$ cat src/rtl/mvm_pkg.sv
// Shared types and sizing helpers for the matrix-vector multiply engine.
package mvm_pkg;

    typedef enum logic [2:0] {
        IDLE,
        ISSUE,
        WAIT_DATA,
        COMPUTE,
        DONE
    } state_e;

    // Smallest accumulator that cannot overflow within one run.
    function automatic int acc_min(int data_width, int cols);
        return 2 * data_width + $clog2(cols);
    endfunction

    localparam int ACC_MIN = acc_min(8, 8);

endpackage

$ cat src/rtl/mvm_mac_lane.sv
// One unsigned multiply-accumulate lane; accumulation wraps modulo 2^ACC_WIDTH.
module mvm_mac_lane #(
    parameter int DATA_WIDTH = 8,
    parameter int ACC_WIDTH  = 24
) (
    input  logic                  clk,
    input  logic                  rst_n,
    input  logic                  clr_i,
    input  logic                  en_i,
    input  logic [DATA_WIDTH-1:0] a_i,
    input  logic [DATA_WIDTH-1:0] b_i,
    output logic [ACC_WIDTH-1:0]  acc_o
);

    logic [2*DATA_WIDTH-1:0] prod;
    logic [ACC_WIDTH-1:0]    acc_q;

    assign prod  = (2*DATA_WIDTH)'(a_i) * (2*DATA_WIDTH)'(b_i);
    assign acc_o = acc_q;

    // NOTE: sequential state is only ever assigned with <=, so every lane samples the same pre-edge values.
    always_ff @(posedge clk) begin
        if (!rst_n) begin
            acc_q <= '0;
        end else if (clr_i) begin
            acc_q <= '0;
        end else if (en_i) begin
            acc_q <= acc_q + ACC_WIDTH'(prod);
        end
    end

endmodule

$ cat src/rtl/mvm_engine.sv
// Matrix-vector multiply engine: fetches B and the A rows over an Avalon-MM read port,
// then runs ROWS parallel MAC lanes for COLS cycles and holds the results.
module mvm_engine
    import mvm_pkg::*;
#(
    parameter int DATA_WIDTH = 8,
    parameter int ROWS       = 8,
    parameter int COLS       = 8,
    parameter int ACC_WIDTH  = 24,
    parameter int ADDR_WIDTH = 32
) (
    input  logic                       clk,
    input  logic                       rst_n,
    input  logic                       start,
    input  logic [ADDR_WIDTH-1:0]      base_addr,
    input  logic                       accumulate,
    output logic [ADDR_WIDTH-1:0]      mem_address,
    output logic                       mem_read,
    input  logic [COLS*DATA_WIDTH-1:0] mem_readdata,
    input  logic                       mem_readdatavalid,
    input  logic                       mem_waitrequest,
    output logic                       busy,
    output logic                       done,
    output logic [ROWS*ACC_WIDTH-1:0]  result
);

    localparam int WORD_W = COLS * DATA_WIDTH;
    localparam int FW     = $clog2(ROWS + 1);
    localparam int KW     = (COLS > 1) ? $clog2(COLS) : 1;
    localparam logic [FW-1:0] F_LAST = FW'(ROWS);
    localparam logic [KW-1:0] K_LAST = KW'(COLS - 1);

    state_e                  state_q, state_d;
    logic [ADDR_WIDTH-1:0]   base_q;
    logic [FW-1:0]           f_q;
    logic [KW-1:0]           k_q;
    logic                    busy_q, done_q;
    logic [WORD_W-1:0]       b_q;
    logic [WORD_W-1:0]       a_q [ROWS];
    logic [DATA_WIDTH-1:0]   b_el;
    logic [DATA_WIDTH-1:0]   a_el [ROWS];
    logic                    accept, lane_clr, lane_en;

    // A start during the done pulse lands in IDLE but must still be ignored.
    assign accept = (state_q == IDLE) && start && !done_q;
    assign busy   = busy_q;
    assign done   = done_q;

    always_ff @(posedge clk) begin
        if (!rst_n) begin
            state_q <= IDLE;
        end else begin
            state_q <= state_d;
        end
    end

    // NOTE: every output of a combinational block gets a default first, so no path can infer a latch.
    always_comb begin
        state_d = state_q;
        unique case (state_q)
            IDLE:      if (accept) state_d = ISSUE;
            ISSUE:     if (!mem_waitrequest) state_d = WAIT_DATA;
            WAIT_DATA: if (mem_readdatavalid) state_d = (f_q == F_LAST) ? COMPUTE : ISSUE;
            COMPUTE:   if (k_q == K_LAST) state_d = DONE;
            DONE:      state_d = IDLE;
            default:   state_d = IDLE;
        endcase
    end

    always_comb begin
        mem_read    = (state_q == ISSUE);
        mem_address = base_q + ADDR_WIDTH'(f_q);
        lane_en     = (state_q == COMPUTE);
        lane_clr    = accept && !accumulate;
    end

    // NOTE: the operand buffers are ordinary registers and are reset, so a stale row never leaks into a run.
    always_ff @(posedge clk) begin
        if (!rst_n) begin
            base_q <= '0;
            f_q    <= '0;
            k_q    <= '0;
            busy_q <= 1'b0;
            done_q <= 1'b0;
            b_q    <= '0;
            for (int r = 0; r < ROWS; r++) a_q[r] <= '0;
        end else begin
            done_q <= (state_q == DONE);
            if (accept) begin
                base_q <= base_addr;
                f_q    <= '0;
                busy_q <= 1'b1;
            end else if (state_q == DONE) begin
                busy_q <= 1'b0;
            end
            if (state_q == WAIT_DATA && mem_readdatavalid) begin
                if (f_q == '0) b_q <= mem_readdata;
                for (int r = 0; r < ROWS; r++) begin
                    if (f_q == FW'(r + 1)) a_q[r] <= mem_readdata;
                end
                if (f_q != F_LAST) f_q <= f_q + FW'(1);
                k_q <= '0;
            end
            if (state_q == COMPUTE) k_q <= (k_q == K_LAST) ? '0 : k_q + KW'(1);
        end
    end

    // Column k of every buffered operand feeds the lanes this cycle.
    always_comb begin
        b_el = '0;
        for (int k = 0; k < COLS; k++) begin
            if (k_q == KW'(k)) b_el = b_q[k*DATA_WIDTH +: DATA_WIDTH];
        end
        for (int r = 0; r < ROWS; r++) begin
            a_el[r] = '0;
            for (int k = 0; k < COLS; k++) begin
                if (k_q == KW'(k)) a_el[r] = a_q[r][k*DATA_WIDTH +: DATA_WIDTH];
            end
        end
    end

    for (genvar r = 0; r < ROWS; r++) begin : g_lane
        mvm_mac_lane #(
            .DATA_WIDTH (DATA_WIDTH),
            .ACC_WIDTH  (ACC_WIDTH)
        ) u_lane (
            .clk   (clk),
            .rst_n (rst_n),
            .clr_i (lane_clr),
            .en_i  (lane_en),
            .a_i   (a_el[r]),
            .b_i   (b_el),
            .acc_o (result[r*ACC_WIDTH +: ACC_WIDTH])
        );
    end

endmodule

$ cat config.mk
export PLATFORM = sky130hd
export DESIGN_NAME = mvm_engine
export DESIGN_NICKNAME = d
export VERILOG_FILES = /design/src/rtl/mvm_pkg.sv /design/src/rtl/mvm_mac_lane.sv /design/src/rtl/mvm_engine.sv
export SDC_FILE = /design/constraint.sdc
export NUM_CORES = 2
export LEC_CHECK = 0
export BUFFER_PORTS_ARGS = -buffer_cell sky130_fd_sc_hd__clkbuf_2
export CORE_AREA = 2 2 256 510
export DETAILED_ROUTE_END_ITERATION = 6
export DIE_AREA = 0 0 258 512
export HOLD_SLACK_MARGIN = 0.02
export PLACE_DENSITY = 0.57
export SETUP_SLACK_MARGIN = 0.3
export SYNTH_ARGS = -nofsm -noshare
export SYNTH_HDL_FRONTEND = slang
export SYNTH_HIERARCHICAL = 1
export SYNTH_SLANG_ARGS = --single-unit
$ cat constraint.sdc
create_clock -name clk -period 10.4 [get_ports clk]
set_clock_uncertainty 0.05 [all_clocks]
set_input_delay 2.08 -clock clk [delete_from_list [all_inputs] [get_ports clk]]
set_output_delay 2.08 -clock clk [all_outputs]
set_load 0.02 [all_outputs]
==> flow_summary.ini <==
[route]
dr_total_vias = 44000
drc = 1
drtPass1Iterations = 7
via_per_inst = 5.47
wl_per_cell_um = 21.0
wirelength_um = 169000
drtIter0Drc = 2882
detail-route-antenna-nets = 0

[cts]
cts_max_level = 3
clkTransAtPathRegs_ns = 0.06
cts_buffers = 81
clk_path_buf_depth = 3
clk_latency_ns = 0.71
cts_setup_buffers = 0
numClockSinks = 812
root_buffer = clkbuf_16
cts_tree = built
cts_hold_buf = 0
cts_resized = 0

[final_layout]
drive_gt1_frac = 0.0960
multi_input_area_mm2 = 0.0310
n_fill_cell = 12200
final-instance-count-excl-fill = 8045
fin_area_mm2 = 0.0628
area.sequential_mm2 = 0.0214
final_core_util = 0.490
final_nets = 7133
area_growth_pct = 9.94

[pwr]
power_density_mw_per_mm2 = 123
irDropWorstVdd_mv = 0.120
design_power_total_mw = 7.75
power_leakage_nw = 28.0

[floorplanning]
initial_utilization = 0.446
die_h_um = 512
core-area_mm2 = 0.128
pin_count = 329
die-area_mm2 = 0.132
dieWidth_um = 258
num_rows = 186

[global_routing]
grt_pass1_vias = 45300
overflow = 0
grt_pass1_wl_um = 260000
grt_usage = 0.255
antenna_found_initial = 3
grt_start_max_net_pins = 81

[timing]
setup-tns-final_ns = 0
rsz0062_at_grt = false
layout_min_cycle_time_ns = 8.00
fmax_mhz = 125
tightest_slew_ns = 1.50
relSlewSlack = -0.0143
finalCritPeriodShare = 0.769
setup_viol = 0
finalHoldViolCount = 0
drv_slew = 2

[logic_synthesis]
synth_nets = 6944
post-synth-top-count-cell = inv_1
yosysTopAreaCellShare = 0.269
avgSynthCellArea_um2 = 9.37
ys_warn_count = 6
synthTopCellsByArea = edfxtp_1 (27%), fa_1 (14%), dfxtp_1 (11%)
synthArstFlopShare = 0
yosys_most_used_dff = edfxtp_1
ys_types = 93
netlist_instances = 6099
syn-cell-area_mm2 = 0.0572
synth.largest_area_cell = edfxtp_1
yosys-top-cells-count = inv_1 (936), nand2_1 (664), nor2_1 (606)
yosysSeqAreaShare = 0.374
ys_seq_elements = 812
synth_edf_count = 512

[hold_path]
worstHoldStart = b_q[62]$_SDFFE_PN0P_
hold-path-endpoint = b_q[62]$_SDFFE_PN0P_
hp-class = reg -> reg
min_path_cells = 2

[outcome]
status = finished, violations left
violations = DRC, capacitance limit, slew limit

[worst_setup_path]
crit_buf_inv = 6
critPathMaxFanout = 80
end_kind = flop
r2r_slack_ns = 2.40
crit_path_start_kind = flop
critical_path_required_ns = 10.98
crit_slowest_cell = nand2_4
r2r_cells = 22
crit_start = k_q[1]$_SDFFE_PN0P_
path_cells = inv_1, ha_4, nand2_4, o311ai_0, a21oi_4, buf_4, buf_4, nand2_1, fa_1, inv_1, fa_1, fa_1, inv_1, fa_1, inv_1, ha_1, o211a_1, o31a_4, o21ai_4, a211o_1, or4_1, nand4_1
rr_endpoint = g_lane[7].u_lane/acc_o[23]$_SDFFE_PP0P_
crit_family = adder cells
r2r_start = k_q[1]$_SDFFE_PN0P_
crit_arrival_ns = 8.58
critical_path.max_stage_delay_ns = 0.81
critPathKind = reg -> reg

[placement]
hpwl_um = 123000
dp.cells = 7897
place.gp.congestion = 0.875
place_area_mm2 = 0.0601
portBuffers = 328

[run]
maxCapViolations = 1
[routing by layer]
layer	share of wire	GRT usage	up-vias
li1	-	-	20600
met2	0.54	0.483	1196
met1	0.37	0.282	21800
met4	0.049	0.118	2
met5	0.000083	0	-
met3	0.042	0.0286	374
[power breakdown]
group          switching, mW  internal [mW]
sequential            0.0556           3.54
clock                   1.42           1.71
combinational          0.715          0.313
[how the worst max path moves through the flow]
stage                                                          to  slack, ns  depth (start not counted)
after CTS                 g_lane[7].u_lane/acc_o[23]$_SDFFE_PP0P_       2.45                         22
after floorplan           g_lane[0].u_lane/acc_o[14]$_SDFFE_PP0P_       1.86                         24
after global placement    g_lane[7].u_lane/acc_o[16]$_SDFFE_PP0P_       2.63                         22
after global routing      g_lane[7].u_lane/acc_o[16]$_SDFFE_PP0P_       2.01                         22
after detailed placement  g_lane[7].u_lane/acc_o[23]$_SDFFE_PP0P_       2.47                         22
final                     g_lane[7].u_lane/acc_o[23]$_SDFFE_PP0P_       2.40                         22
[worst register-to-register path: stages (launching register included)]
cell      delay, ns
dfxtp_1        0.43
inv_1          0.12
ha_4           0.44
nand2_4        0.82
o311ai_0       0.74
a21oi_4        0.32
buf_4          0.50
buf_4          0.42
nand2_1        0.16
fa_1           0.60
inv_1          0.06
fa_1           0.50
fa_1           0.51
inv_1          0.05
fa_1           0.47
inv_1          0.04
ha_1           0.34
o211a_1        0.18
o31a_4         0.16
o21ai_4        0.08
a211o_1        0.37
or4_1          0.50
nand4_1        0.09
[cell usage in the layout (no fill, tap or decap), types with 75 or more instances in the layout]
master       n
clkbuf_16   84
edfxtp_1   512
fa_1       401
a21o_1     104
nand2_1    648
o22ai_1     84
clkbuf_2   327
and2_1     303
nor2_1     605
xnor2_1     77
ha_1       338
nand3b_1    75
a21oi_1    501
dfxtp_1    300
inv_1      936
mux2i_1     83
o21ai_0    158
[sequential cells by signal (all words and copies together) (netlist names)]
signal               flops
a_q                    512
b_q                     64
base_q                  32
busy                     1
done                     1
f_q                      4
g_lane.u_lane/acc_o    192
k_q                      3
state_q                  3
[cells by family after synthesis]
group                    Yosys count  share of synthesized area
flip-flops                       812                      0.374
AO/OA/AOI/OAI                   1150                      0.126
multiplexers                      84                     0.0147
AND/OR/NAND/NOR                 1966                      0.163
buffers and inverters           1215                     0.0868
XOR/XNOR                         129                     0.0198
adder cells (fa/ha/maj)          743                      0.215
[through the flow]
| step | hold slack, ns | setup slack, ns |
|---|---|---|
| 5_1_grt | 0.430 | 2.01 |
| 3_5_place_dp | 0.397 | 2.47 |
| 3_3_place_gp | 0.392 | 2.63 |
| 6_report | 0.407 | 2.40 |
| 2_1_floorplan | 0.386 | 1.86 |
| 4_1_cts | 0.407 | 2.45 |
[layout make-up]
class / instances / area share
inverters: 939 / 0.0561
multi-input cells: 4072 / 0.494
clock buffers: 99 / 0.0345
well taps: 1692 / 0.0337
clock inverters: 48 / 0.00872
flip-flops and latches: 812 / 0.340
diodes: 1 / 0.0000398
repair buffers: 382 / 0.0332
Note: power is estimated with default switching activity, not from simulation.
